`src/rtl/uart_pkg.sv`:
```
// rtl/uart_pkg.sv - shared UART line-format constants, receiver state type and divisor clamp
package uart_pkg;

    localparam int UART_DATA_BITS = 8;
    localparam int UART_MIN_DIV   = 4;

    typedef enum logic [2:0] {
        IDLE,
        START,
        DATA,
        STOP,
        BREAK
    } uart_rx_state_t;

    function automatic logic [15:0] clamp_div(input logic [15:0] div, input logic [15:0] floor_v);
        return (div < floor_v) ? floor_v : div;
    endfunction

endpackage

```
`src/rtl/uart_rx_if.sv`:
```
// rtl/uart_rx_if.sv - received-byte strobe and line status bundle of the UART receiver
interface uart_rx_if;
    import uart_pkg::*;

    logic                      rx_latch;
    logic [UART_DATA_BITS-1:0] rx_data;
    logic                      frame_err;
    logic                      rx_break;
    logic                      rx_busy;

    modport master (output rx_latch, output rx_data, output frame_err, output rx_break, output rx_busy);
    modport slave  (input  rx_latch, input  rx_data, input  frame_err, input  rx_break, input  rx_busy);

endinterface

```
`src/rtl/sync_2ff.sv`:
```
// rtl/sync_2ff.sv - two-flop synchroniser with selectable reset value
module sync_2ff (
    input  logic clk,
    input  logic reset_n,
    input  logic rst_val,
    input  logic d,
    output logic q
);

    logic meta_d, meta_q;
    logic sync_d, sync_q;

    always_comb begin
        meta_d = d;
        sync_d = meta_q;
    end

    always_ff @(posedge clk or negedge reset_n) begin
        if (!reset_n) begin
            meta_q <= rst_val;
            sync_q <= rst_val;
        end else begin
            meta_q <= meta_d;
            sync_q <= sync_d;
        end
    end

    assign q = sync_q;

endmodule

```
`src/rtl/uart_rx.sv`:
```
// rtl/uart_rx.sv - 8N1 UART receiver with framing-error and line-break detection
module uart_rx
    import uart_pkg::*;
#(
    parameter int MIN_DIV = UART_MIN_DIV
) (
    input  logic        clk,
    input  logic        reset_n,
    input  logic [15:0] baud_div,
    input  logic        rx_in,
    uart_rx_if.master   rx_if
);

    localparam logic [15:0] MIN_DIV_W = 16'(MIN_DIV);
    localparam logic [2:0]  LAST_BIT  = 3'(UART_DATA_BITS - 1);

    logic s;

    sync_2ff u_sync (
        .clk     (clk),
        .reset_n (reset_n),
        .rst_val (1'b1),
        .d       (rx_in),
        .q       (s)
    );

    uart_rx_state_t state_d, state_q;
    logic [15:0]    cnt_d, cnt_q;
    logic [15:0]    div_d, div_q;
    logic [2:0]     bit_idx_d, bit_idx_q;
    logic [7:0]     shreg_d, shreg_q;
    logic [7:0]     rx_data_d, rx_data_q;
    logic           rx_latch_d, rx_latch_q;
    logic           frame_err_d, frame_err_q;
    logic [15:0]    div_eff;
    logic           cnt_zero;

    assign div_eff  = clamp_div(baud_div, MIN_DIV_W);
    assign cnt_zero = (cnt_q == 16'd0);

    always_comb begin
        state_d     = state_q;
        cnt_d       = cnt_q;
        div_d       = div_q;
        bit_idx_d   = bit_idx_q;
        shreg_d     = shreg_q;
        rx_data_d   = rx_data_q;
        rx_latch_d  = 1'b0;
        frame_err_d = 1'b0;

        case (state_q)
            IDLE: begin
                // Divisor is frozen here so a mid-frame change only affects the next frame.
                if (!s) begin
                    div_d     = div_eff;
                    cnt_d     = (div_eff >> 1) - 16'd1;
                    bit_idx_d = 3'd0;
                    state_d   = START;
                end
            end
            START: begin
                if (!cnt_zero) begin
                    cnt_d = cnt_q - 16'd1;
                end else if (s) begin
                    state_d = IDLE;
                end else begin
                    cnt_d   = div_q - 16'd1;
                    state_d = DATA;
                end
            end
            DATA: begin
                if (!cnt_zero) begin
                    cnt_d = cnt_q - 16'd1;
                end else begin
                    shreg_d   = {s, shreg_q[7:1]};
                    bit_idx_d = bit_idx_q + 3'd1;
                    cnt_d     = div_q - 16'd1;
                    if (bit_idx_q == LAST_BIT) begin
                        state_d = STOP;
                    end
                end
            end
            STOP: begin
                if (!cnt_zero) begin
                    cnt_d = cnt_q - 16'd1;
                end else if (s) begin
                    rx_data_d  = shreg_q;
                    rx_latch_d = 1'b1;
                    state_d    = IDLE;
                end else begin
                    frame_err_d = 1'b1;
                    state_d     = BREAK;
                end
            end
            BREAK: begin
                if (s) begin
                    state_d = IDLE;
                end
            end
            default: state_d = IDLE;
        endcase
    end

    always_ff @(posedge clk or negedge reset_n) begin
        if (!reset_n) begin
            state_q     <= IDLE;
            cnt_q       <= 16'd0;
            div_q       <= 16'd0;
            bit_idx_q   <= 3'd0;
            shreg_q     <= 8'h00;
            rx_data_q   <= 8'h00;
            rx_latch_q  <= 1'b0;
            frame_err_q <= 1'b0;
        end else begin
            state_q     <= state_d;
            cnt_q       <= cnt_d;
            div_q       <= div_d;
            bit_idx_q   <= bit_idx_d;
            shreg_q     <= shreg_d;
            rx_data_q   <= rx_data_d;
            rx_latch_q  <= rx_latch_d;
            frame_err_q <= frame_err_d;
        end
    end

    assign rx_if.rx_latch  = rx_latch_q;
    assign rx_if.rx_data   = rx_data_q;
    assign rx_if.frame_err = frame_err_q;
    assign rx_if.rx_break  = (state_q == BREAK);
    assign rx_if.rx_busy   = (state_q == START) || (state_q == DATA) || (state_q == STOP);

endmodule

```
`src/flat_wrapper.sv`:
```
// flat-port wrapper written by rule: the top's interface ports become plain ports
module uart_rx_flat import uart_pkg::*;
#(
    parameter int MIN_DIV = UART_MIN_DIV
)
  (clk, reset_n, baud_div, rx_in, rx_if_rx_latch, rx_if_rx_data, rx_if_frame_err, rx_if_rx_break, rx_if_rx_busy);
  uart_rx_if rx_if_i ();
  input  logic clk;
  input  logic reset_n;
  input  logic [15:0] baud_div;
  input  logic rx_in;
  output wire logic [$bits(rx_if_i.rx_latch)-1:0] rx_if_rx_latch;
  output wire logic [$bits(rx_if_i.rx_data)-1:0] rx_if_rx_data;
  output wire logic [$bits(rx_if_i.frame_err)-1:0] rx_if_frame_err;
  output wire logic [$bits(rx_if_i.rx_break)-1:0] rx_if_rx_break;
  output wire logic [$bits(rx_if_i.rx_busy)-1:0] rx_if_rx_busy;
  assign rx_if_rx_latch = rx_if_i.rx_latch;
  assign rx_if_rx_data = rx_if_i.rx_data;
  assign rx_if_frame_err = rx_if_i.frame_err;
  assign rx_if_rx_break = rx_if_i.rx_break;
  assign rx_if_rx_busy = rx_if_i.rx_busy;
  uart_rx #(.MIN_DIV(MIN_DIV)) u_core (.clk(clk), .reset_n(reset_n), .baud_div(baud_div), .rx_in(rx_in), .rx_if(rx_if_i));
endmodule
```
`config.mk`:
```
export PLATFORM = sky130hd
export DESIGN_NAME = uart_rx_flat
export DESIGN_NICKNAME = d
export VERILOG_FILES = /design/src/rtl/uart_pkg.sv /design/src/rtl/uart_rx_if.sv /design/src/rtl/sync_2ff.sv /design/src/rtl/uart_rx.sv /design/src/flat_wrapper.sv
export SDC_FILE = /design/constraint.sdc
export NUM_CORES = 1
export LEC_CHECK = 0
export ABC_AREA = 1
export CELL_PAD_IN_SITES_DETAIL_PLACEMENT = 0
export CELL_PAD_IN_SITES_GLOBAL_PLACEMENT = 2
export CORE_MARGIN = 2
export CORE_UTILIZATION = 33
export DETAILED_ROUTE_END_ITERATION = 8
export GPL_TIMING_DRIVEN = 1
export HOLD_SLACK_MARGIN = 0.12
export PLACE_DENSITY = 0.89
export SKIP_CTS_REPAIR_TIMING = 1
export SYNTH_ARGS = -nofsm -noshare
export SYNTH_HDL_FRONTEND = slang
export SYNTH_SLANG_ARGS = --single-unit
```
`constraint.sdc`:
```
create_clock -name clk -period 2.5 [get_ports clk]
set_clock_uncertainty 0.2 [all_clocks]
set_input_delay 0.625 -clock clk [delete_from_list [all_inputs] [get_ports clk]]
set_output_delay 0.625 -clock clk [all_outputs]
set_load 0.02 [all_outputs]
```
* After elaboration in Yosys (flattened, before gate mapping)
Index checks and enable logic that the tools add are counted.
Storage, ports and cells: input port bits 19, word-level logic and storage cells 66, output and inout bits 12, register bits 58
Operators by class: order comparisons 1, eq/ne operators 13, reduce and logical (&&, ||, !) cells 12, add/subtract/negate cells 4, bitwise gates (word level) 1, mux-type cells 25
Operators with widths (number):
- two-way mux 16 bit | 6
- case mux 16 bit (4 select lines) | 1
- subtractor 16 x 1 -> 16 bit, second input constant | 2
- two-way mux 3 bit | 9
- zero test 16 bit | 1
- less-than comparator 16 x 3 -> 1 bit, second input constant | 1
- subtractor 15 x 1 -> 16 bit, second input constant | 1
- case mux 3 bit (5 select lines) | 1
- inequality test 2 x 1 -> 1 bit, second input constant | 5
- equality test 3 x 2 -> 1 bit, second input constant | 2
- equality test 3 bit, second input constant | 2
- two-way mux 1 bit | 6
- case mux 3 bit (2 select lines) | 1
- AND reduction 3 bit | 2
- AND reduction 6 bit | 1
- inequality test 2 bit, second input constant | 2
- AND reduction 2 bit | 2
- AND reduction 4 bit | 1
- nonzero test 4 bit | 1
- adder 3 x 1 -> 3 bit, second input constant | 1
- equality test 3 x 1 -> 1 bit, second input constant | 1
- zero test 3 bit | 1
- inequality test 3 bit, second input constant | 1
- logical OR 1 bit | 2
- 3 further kinds | 3

* Longest topological paths before layout
depth after elaboration 5, mapped depth 16

* Worst setup path before layout
No wires, ideal clock.
path type input to register, from in baud_div[4], to reg u_core.cnt_q[14], data required time 2.187 ns, data arrival time 2.179 ns, setup time 0.113 ns, path slack 0.009 ns, buffers on the path 0, stages 15, cell sequence nor2_2 -> nand2_1 -> nor2_1 -> nand2_1 -> nand2_1 -> ha_1 -> nand2_1 -> nor2_1 -> nand2_1 -> nor2_1 -> nand3b_1 -> nand3_1 -> nand3_1 -> nand2_1 -> inv_1
Between the ends: cells in the longest elaborated chain, start to end 5
RTL lines:
- start, declared | RTL line flat_wrapper.sv:10 | input logic [15:0] baud_div;
- less-than comparator 16 x 3 -> 1 bit | RTL line uart_pkg.sv:16 | return (div < floor_v) ? floor_v : div;
- two-way mux 16 bit * | RTL line uart_pkg.sv:16
- subtractor 15 x 1 -> 16 bit * | RTL line uart_rx.sv:56 | cnt_d = (div_eff >> 1) - 16'd1;
- two-way mux 16 bit * | RTL line uart_rx.sv:54 | if (!s) begin
- case mux 16 bit (4 select lines) * | RTL line uart_rx.sv:51 | case (state_q)
- end signal, assigned | RTL line uart_rx.sv:116 | cnt_q <= cnt_d;
- end, declared | RTL line uart_rx.sv:28 | logic [15:0] cnt_d, cnt_q;
Every way passes the cells marked *; elsewhere a longest branch is shown, timed or not. The select of a mux whose other input is x is not followed. A chain may end at the register's enable or synchronous reset.

* Final worst setup path
from in baud_div[7], to reg u_core.cnt_q[12]
Same word-level chain as after synthesis.

==> metrics.md <==
| Metric | Value |
|---|---|
| Peak VDD IR | `0.392 mV` |
| Number of global-route vias before repair | `3754` |
| Initial antenna violation count | `0` |
| Final #Nets | `690` |
| Final Max Slew Viols | `0` |
| Tmin final | `2.24 ns` |
| Fillers | `1200` |
| Post-layout util | `0.440` |
| Share of cells above drive strength 1 | `0.155` |
| Post-route antenna net violation count | `0` |
| FP Rows | `39` |
| WS Path Type | `input pin to register` |
| Main combinational cell family by area after synthesis | `simple AND/OR/NAND/NOR gates` |
| Routed len/inst | `14.2 um` |
| Sequential-to-total area share from yosys stat | `0.373` |
| Finished Cell Area | `5050 um2` |
| N_diodes | `0` |
| Post-Synth XOR/XNOR Area | `0.0270` |
| GPL Wtd Cong | `0.858` |
| P per Cell Area | `999 nW/um2` |
| Worst reg2reg setup slack | `0.33 ns` |
| Fin worst setup slack | `0.261 ns` |
| Clk sink count | `58` |
| CP arrival | `2.31 ns` |
| Die ar. | `12700 um2` |
| CTS Buffer Depth | `2` |
| Fin crit share | `0.896` |
| Measured slew at the worst slew-check pin | `0.511 ns` |
| CP required | `2.57 ns` |
| Post-synthesis simple-gate area fraction | `0.400` |
| Final Hold Vio Count | `0` |
| Area Growth Syn to Fin | `29.4%` |
| Relative slew margins | `0.658` |
| TritonRoute pass-1 iters | `4` |
| CP Launch Type | `input pin` |
| Async S/R FF share, synth | `1.00` |
| Outcome | `finished clean` |
| Setup WS pre-CTS | `-0.628 ns` |
| CTS buffer count | `9` |
| Syn_nets | `616` |
| Post-synthesis mux area share | `0` |
| Largest net degree at the start of global routing | `30` |
| Synth Area in Compound Gates | `0.0995` |
| Starting Density | `0.340` |
| Most common cell after layout, fill and taps aside | `nand2_1` |
| Root Buffer | `clkbuf_16` |
| Final wirelength | `11500 um` |
| MaxCap Viol Count | `0` |
| Synth Instances | `591` |
| Vias/cell | `4.86` |
| H-tree levels | `3` |
| Area share of fa/ha/maj cells after synthesis | `0.0193` |
| Final setup violating endpoints | `0` |
| Placement Cell Area | `4610 um2` |
| First-pass GRT wire length | `19000 um` |
| Post-synth EDFFs | `0` |
| Later-pin clock latency in the skew report | `0.33 ns` |
| Primary FF master, synth | `dfrtp_1` |
| Initial DRC count | `208` |
| Die W | `113 um` |
| TritonCTS clock tree | `built` |
| Placed wire-length estimate | `8910 um` |
| DR vias | `3954` |
| Hold WC Path Type | `input pin to asynchronous set/reset pin` |
| Leak Pwr | `0.00254 uW` |
| PortBufs | `30` |
| Mapped cell area | `3900 um2` |
| Avg Cell Area, Syn | `6.60 um2` |
| FMAX | `0.447 GHz` |
| Flip-flop and latch count after synthesis | `58` |
| Critical Path Fanout Max | `5` |
| Clock slew at reported path FFs | `0.05 ns` |
| Total congestion overflow | `0` |
| Core footprint | `11500 um2` |
| Detailed-route DRC error count | `0` |
| CP endpoint kind | `register` |
| Synth cell types | `34` |
| Ys Warns | `0` |
| IO Count | `31` |
| Total Routing Usage GR | `0.190` |
| Most frequent cells in the layout | `165 x nand2_1, 85 x nor2_1, 63 x nand3_1` |
| RSZ-0062 raised after global routing | `false` |
| Chip Height | `113 um` |
## state kept, by name, indices dropped and copies added, names as in the netlist, 3 cells and up
register              count
u_core.shreg_q            8
u_core.rx_if.rx_data      8
u_core.cnt_q             16
u_core.div_q             16
u_core.state_q            3
u_core.bit_idx_q          3
## Yosys cell counts (2+ instances only)
cell type  instances  area [um2]
inv_1             62         233
nor2_1            91         342
nand4_1            9        56.3
o31ai_1            2        15.0
or2_0              2        12.5
nand3_1           65         325
buf_2              5        25.0
o21ai_1           12        60.1
dfrtp_1           56        1400
nand3b_1           2        15.0
nand2_1          171         642
nor2_2             7        43.8
clkbuf_1           3        11.3
o21bai_1           2        15.0
nand3_2            2        20.0
buf_6              2        22.5
a31oi_1            2        12.5
inv_2              4        15.0
nand2_2            3        18.8
a21oi_1           13        65.1
dfstp_2            2        52.6
nor3_1             4        20.0
o21ai_0           44         220
xnor2_1            4        35.0
xor2_1             8        70.1
ha_1               6        75.1
## where the power goes
group          total (uW)  switching, uW  internal [uW]  leakage (uW)
Sequential           1560            326           1230      0.000743
Combinational        2330           1510            826       0.00166
Clock                1150            456            696      0.000134
## final timing paths
check,from,to,depth (start not counted)
worst max-delay path,baud_div[7],u_core.cnt_q[12],15
worst min-delay path,reset_n,u_core.cnt_q[11],2
worst max register to register,u_core.cnt_q[0],u_core.state_q[1],12
worst min register to register,u_core.u_sync.meta_q,u_core.u_sync.q,0
max in group asynchronous,reset_n,u_core.u_sync.meta_q,2
min in group clk,u_core.u_sync.meta_q,u_core.u_sync.q,0
## area by class of cell
| type | instances | area, um2 | share of cell area |
|---|---|---|---|
| clock buffer | 10 | 239 | 0.0474 |
| clock inverter | 6 | 42.5 | 0.00843 |
| inverter | 67 | 253 | 0.0501 |
| multi-input combinational | 455 | 2210 | 0.439 |
| sequential | 58 | 1450 | 0.288 |
| tap | 143 | 179 | 0.0355 |
| timing repair buffer | 74 | 666 | 0.132 |
## metal layers
metal  wire length [um]  up-vias  track usage
li1                   -     2050            -
met1               5700     1813        0.271
met2               5270       78        0.296
met3                422       13       0.0343
met4                150        0       0.0545
met5                  0        -            0
## cell families after synthesis
kind of cell | Yosys count
compound gates | 75
xor+xnor | 12
fa+ha+maj | 6
buf+inv | 78
flops | 58
simple gates | 362
## critical path, cell delays in order
cell            delay, ns
dlymetal6s2s_1       0.15
nor2_2               0.13
nand2_1              0.07
nor2_1               0.13
nand2_2              0.12
nand2_4              0.11
ha_4                 0.15
buf_4                0.11
nand3_1              0.08
nor3_2               0.20
xor2_1               0.17
nand2_1              0.10
nand3_2              0.08
nand2_1              0.04
inv_1                0.04
## through the flow
stage	instances	setup TNS [ns]	power, uW	hold slack [ns]
final	813	0	5040	0.116
after detailed placement	793	-3.98	3860	0.149
after global routing	813	0	5520	0.146
after global placement	793	-3.41	3830	0.147
after floorplan	591	0	3180	0.129
after CTS	809	-1.23	5050	0.123
(Power assumes the default switching activity.)
==> RTL edit 1 (config.mk and constraints unchanged) <==
Encoding of `uart_rx_state_t`: now Gray code (3 bits for 5 states).
--- a/src/rtl/uart_pkg.sv
+++ b/src/rtl/uart_pkg.sv
@@ -6,9 +6,9 @@
 
     typedef enum logic [2:0] {
-        IDLE,
-        START,
-        DATA,
-        STOP,
-        BREAK
+        IDLE  = 3'b000,
+        START = 3'b001,
+        DATA  = 3'b011,
+        STOP  = 3'b010,
+        BREAK = 3'b110
     } uart_rx_state_t;
 
Formal check against the unedited RTL: no difference found for any inputs over 10 cycles, from zero or initial values and one cycle with reset_n low; not proved beyond that.
==> RTL edit 1 against the unedited design <==
  * Power increased by 0.86%
  * Worst setup slack got worse by 0.14 ns
  * Routed wire length increased by 7.0%
  * Highest routed layer unchanged
  * Core utilization decreased by 0.13 points
  * Critical endpoint is now rx_if_rx_busy
  * Cell count increased by 1.4%
  * First-iteration DRC count increased by 31%
  * Synthesized area increased by 0.96%
  * Sequential cell count unchanged
  * Cell area increased by 0.12%
  * Count of clock-buffer cells in the layout decreased by 1
==> RTL edit 1: results (changes against the unedited design) <==
Int Power - 2770 uW (+0.80%)
crit-path max FO - 4 (-1)
Post-Place Cell Area - 0.00467 sq mm (+1.4%)
#MultiIn Comb - 458 (+0.66%)
Worst VDD drop - 452 uV (+15%)
first-pass GRT wire length - 19,600 um (+2.7%)
met3 Use GR - 3.64% (+0.21 points)
Non-Clock Buffer Area Fraction - 13.5% (+0.28 points)
inverter count - 74 (+10%)
detailed placement HPWL - 9430 um (+5.8%)
Flop pwr share - 30.2% (-0.7 points)
vias in the first global route - 3,808 (+1.4%)
metal2 WL - 5580 um (+5.9%)
post-synthesis compound-gate area fraction - 9.60% (-0.35 points)
Finished Layout Cells - 824 (+1.4%)
drt pass-1 iters - 5 (+1)
final WL - 12,300 um (+7.0%)
M2 GR Usage - 30.5% (+0.92 points)
GPL Wtd Cong - 0.926 (+7.9%)
Crit path largest cell delay - 0.43 ns (+0.23 ns)
GRT Total Usage - 19.8% (+0.79 points)
placed cells - 806 (+1.6%)
Synth top cells by count - nand2_1 (188), nor2_1 (97), inv_1 (70), dfrtp_1 (56), nand3_1 (55)
Synthesized Nets - 629 (+2.1%)
met3 wire length - 464 um (+10%)
fin nets - 702 (+1.7%)
grt met1 use - 27.4% (+0.27 points)
routed via count - 4,073 (+3.0%)
outcome - finished, final reports clean
multi-input combinational area share - 43.5% (-0.33 points)
Clock-cell share - 5.15% (-0.43 points)
Critical Path Slowest Stage Cell - dfrtp_1
number of DRC markers in iteration 0 - 273 (+31%)
post-synthesis adder-cell area fraction - 1.91% (-0.018 points)
Slew @ Worst Pin - 0.569 ns (+0.0573 ns)
Yosys top cell area share - 35.6% (-0.34 points)
sequential area share after synthesis - 36.9% (-0.36 points)
Design Area, Final - 0.00505 sq mm (+0.12%)
Syn Area/Cell - 6.52 sq um (-1.2%)
total chip power - 5090 uW (+0.86%)
CLK BUF - 9 (-1)
library cells used by synthesis - 35 (+2.9%)
RTL edit 1: cell types whose count changed after synthesis, sizes merged, moves of 3 or more:
cell	delta
nand2	+17
nand3	-10
inv	+8
o21ai	-8
xor2	+7
buf	+4
a21oi	-3
o22ai	+3
RTL edit 1: stage by stage:
step / hold WS (ns) / setup WS, ns
final: 0.0811 / 0.122
after global routing: 0.132 / -0.0251
after CTS: 0.0964 / -0.263
after detailed placement: 0.149 / -0.386
after global placement: 0.147 / -0.381
after floorplan: 0.129 / 0.0324
RTL edit 1: final timing paths:
path	end	start	cells past startpoint	slack [ns]
setup / recovery	rx_if_rx_busy	u_core.state_q[2]	6	0.12
hold / removal	u_core.rx_if.frame_err	reset_n	1	0.08
setup reg to reg	u_core.bit_idx_q[0]	u_core.cnt_q[0]	10	0.23
hold reg to reg	u_core.u_sync.q	u_core.u_sync.meta_q	0	0.16
max in group asynchronous	u_core.cnt_q[2]	reset_n	2	1.43
min in group clk	u_core.u_sync.q	u_core.u_sync.meta_q	0	0.16
==> RTL edit 2 (config.mk and constraints unchanged) <==
Made on the original files. Add an input register stage for `baud_div` and `rx_in`, cleared by the reset; this delays them by one clock. The other inputs are not delayed to match.
--- a/src/rtl/uart_rx.sv
+++ b/src/rtl/uart_rx.sv
@@ -15,4 +15,17 @@
     localparam logic [2:0]  LAST_BIT  = 3'(UART_DATA_BITS - 1);
 
+    logic [15:0] baud_div_q;
+    logic rx_q;
+
+    always_ff @(posedge clk or negedge reset_n) begin
+        if (!reset_n) begin
+            baud_div_q <= '0;
+            rx_q       <= '0;
+        end else begin
+            baud_div_q <= baud_div;
+            rx_q       <= rx_in;
+        end
+    end
+
     logic s;
 
@@ -21,5 +34,5 @@
         .reset_n (reset_n),
         .rst_val (1'b1),
-        .d       (rx_in),
+        .d       (rx_q),
         .q       (s)
     );
@@ -36,5 +49,5 @@
     logic           cnt_zero;
 
-    assign div_eff  = clamp_div(baud_div, MIN_DIV_W);
+    assign div_eff  = clamp_div(baud_div_q, MIN_DIV_W);
     assign cnt_zero = (cnt_q == 16'd0);
 
Function: changed (Yosys sat finds a counterexample within 4 cycles, from zero or initial values and one cycle with reset_n low).
==> RTL edit 2 against the unedited design <==
  * Worst setup slack lost 0.019 ns
  * Die area up 12%
  * Cell area is 4.4% higher
  * Power grew 9.3%
  * Combinational power grew 4%
  * Sequential cell count grew 17
  * Worst hold slack gained 0.045 ns
  * Synthesized area is 12% higher
  * Non-clock buffer count shrank 30
  * Routed wire length fell by 1.2%
  * Largest cell class unchanged
==> RTL edit 2: results (changes against the unedited design) <==
outcome - finished, final reports clean
CTS max path bufs - 2 (unchanged)
H-tree levels - 3 (unchanged)
Largest regs - u_core.baud_div_q x16, u_core.cnt_q x16, u_core.div_q x16
sequential area share after synthesis - 42.9% (+5.6 points)
library cells used by synthesis - 35 (+2.9%)
drt pass-1 iters - 5 (+1)
Antenna diodes - 0 (unchanged)
crit path from - u_core.baud_div_q[4]
critical path arrival - 2.30 ns
Top delay family on crit path - simple AND/OR/NAND/NOR gates
detailed placement HPWL - 8630 um (-3.1%)
Critical Path Slowest Stage Cell - dfrtp_2
largest net degree at the start of global routing - 49 (+63%)
synth top area cells - dfrtp_1 (42%), nand2_1 (16%), nand3_1 (8.1%)
Pleak - 0.00253 uW (-0.15%)
main flop type after synthesis - dfrtp_1
Async SR Flop Fraction - 100% (unchanged)
Synth top cells by count - nand2_1 (187), nor2_1 (85), dfrtp_1 (73), nand3_1 (71), inv_1 (69)
layout cells sized above 1 - 9.80% (-5.7 points)
hold path start - u_core.rx_q
Synthesized Nets - 639 (+3.7%)
number of DRC markers in iteration 0 - 293 (+41%)
worst hold path type - reg2reg
Worst VDD drop - 350 uV (-11%)
Root Buffer - clkbuf_16
Slew @ Worst Pin - 0.472 ns (-0.0395 ns)
GRT Total Usage - 17.1% (-1.9 points)
routed via count - 3,977 (+0.58%)
Worst Setup End Kind - flip-flop
crit-path max FO - 5 (unchanged)
total CTS buffers - 9 (unchanged)
Post-Place Cell Area - 0.00494 sq mm (+7.2%)
vias in the first global route - 3,768 (+0.37%)
GPL Wtd Cong - 0.846 (-1.4%)
initial antenna violation count - 0 (unchanged)
Yosys warning count - 0 (unchanged)
final WL - 11,400 um (-1.2%)
Crit path largest cell delay - 0.44 ns (+0.24 ns)
later-pin clock latency in the skew report - 0.34 ns
fin nets - 683 (-1.0%)
Port Buffer Count - 30 (unchanged)
Clock transition at path regs - 0.07 ns (+0.02 ns)
first-pass GRT wire length - 19,000 um (about the same)
EDFF count, synth - 0 (unchanged)
## RTL edit 2: cell types whose count changed in the layout (fill, tap and decap cells not counted), moves of 7 or more
cell             before  now
a21oi_1              13    6
buf_4                44   12
nand3_1              63   71
inv_1                59   69
o21ai_1              14    3
clkdlybuf4s50_1      13   27
dfrtp_1              56   72
dlymetal6s2s_1       16    2
nand2_1             165  185
## RTL edit 2: cell type report
cell class                 count  area (sq um)
clock inverter                 7          57.6
clock buffer                   9           225
timing repair buffer          44           435
sequential                    75          1880
inverter                      73           274
tap                          176           220
multi-input combinational    455          2170
fill                        1351          7820
## RTL edit 2: stage by stage
step                      cells  power, uW  worst slack, ns  hold WS, ns
final                       839       5510            0.242        0.161
after global routing        839       5990         -0.00300        0.165
after CTS                   838       5530           -0.110       0.0282
after detailed placement    822       4260            0.119        0.143
after global placement      822       4250            0.173        0.135
after floorplan             614       3550            0.173        0.129
## RTL edit 2: final timing paths
kind,to,slack (ns),cells after the start
setup / recovery,u_core.cnt_q[2],0.24,13
hold / removal,u_core.u_sync.meta_q,0.16,0
setup reg to reg,u_core.cnt_q[2],0.24,13
hold reg to reg,u_core.u_sync.meta_q,0.16,0
max in group asynchronous,u_core.u_sync.meta_q,0.89,3
min in group asynchronous,u_core.state_q[1],0.57,2
## RTL edit 2: logic make-up after synthesis
kind of cell | after synthesis | synth area share [%]
AOI/OAI and AO/OA | 56 | 6.88
xor gates and xnor gates | 14 | 2.80
adders and majority gates | 6 | 1.71
buffers and inverters | 84 | 8.19
DFF | 75 | 42.9
and+or+nand+nor | 379 | 37.6
## RTL edit 2: where the power goes
group	switching (uW)	internal, uW	total (uW)
Combinational	1560	865	2430
Sequential	320	1510	1830
Clock	559	688	1250
## RTL edit 2: routing by layer
metal | track usage, % | vias to the layer above | part of all wire (%)
met3 | 3.64 | 17 | 5.0
met2 | 27.2 | 101 | 45
met5 | 0 | - | 0
met1 | 23.7 | 1823 | 48
li1 | - | 2036 | -
met4 | 4.54 | 0 | 1.5
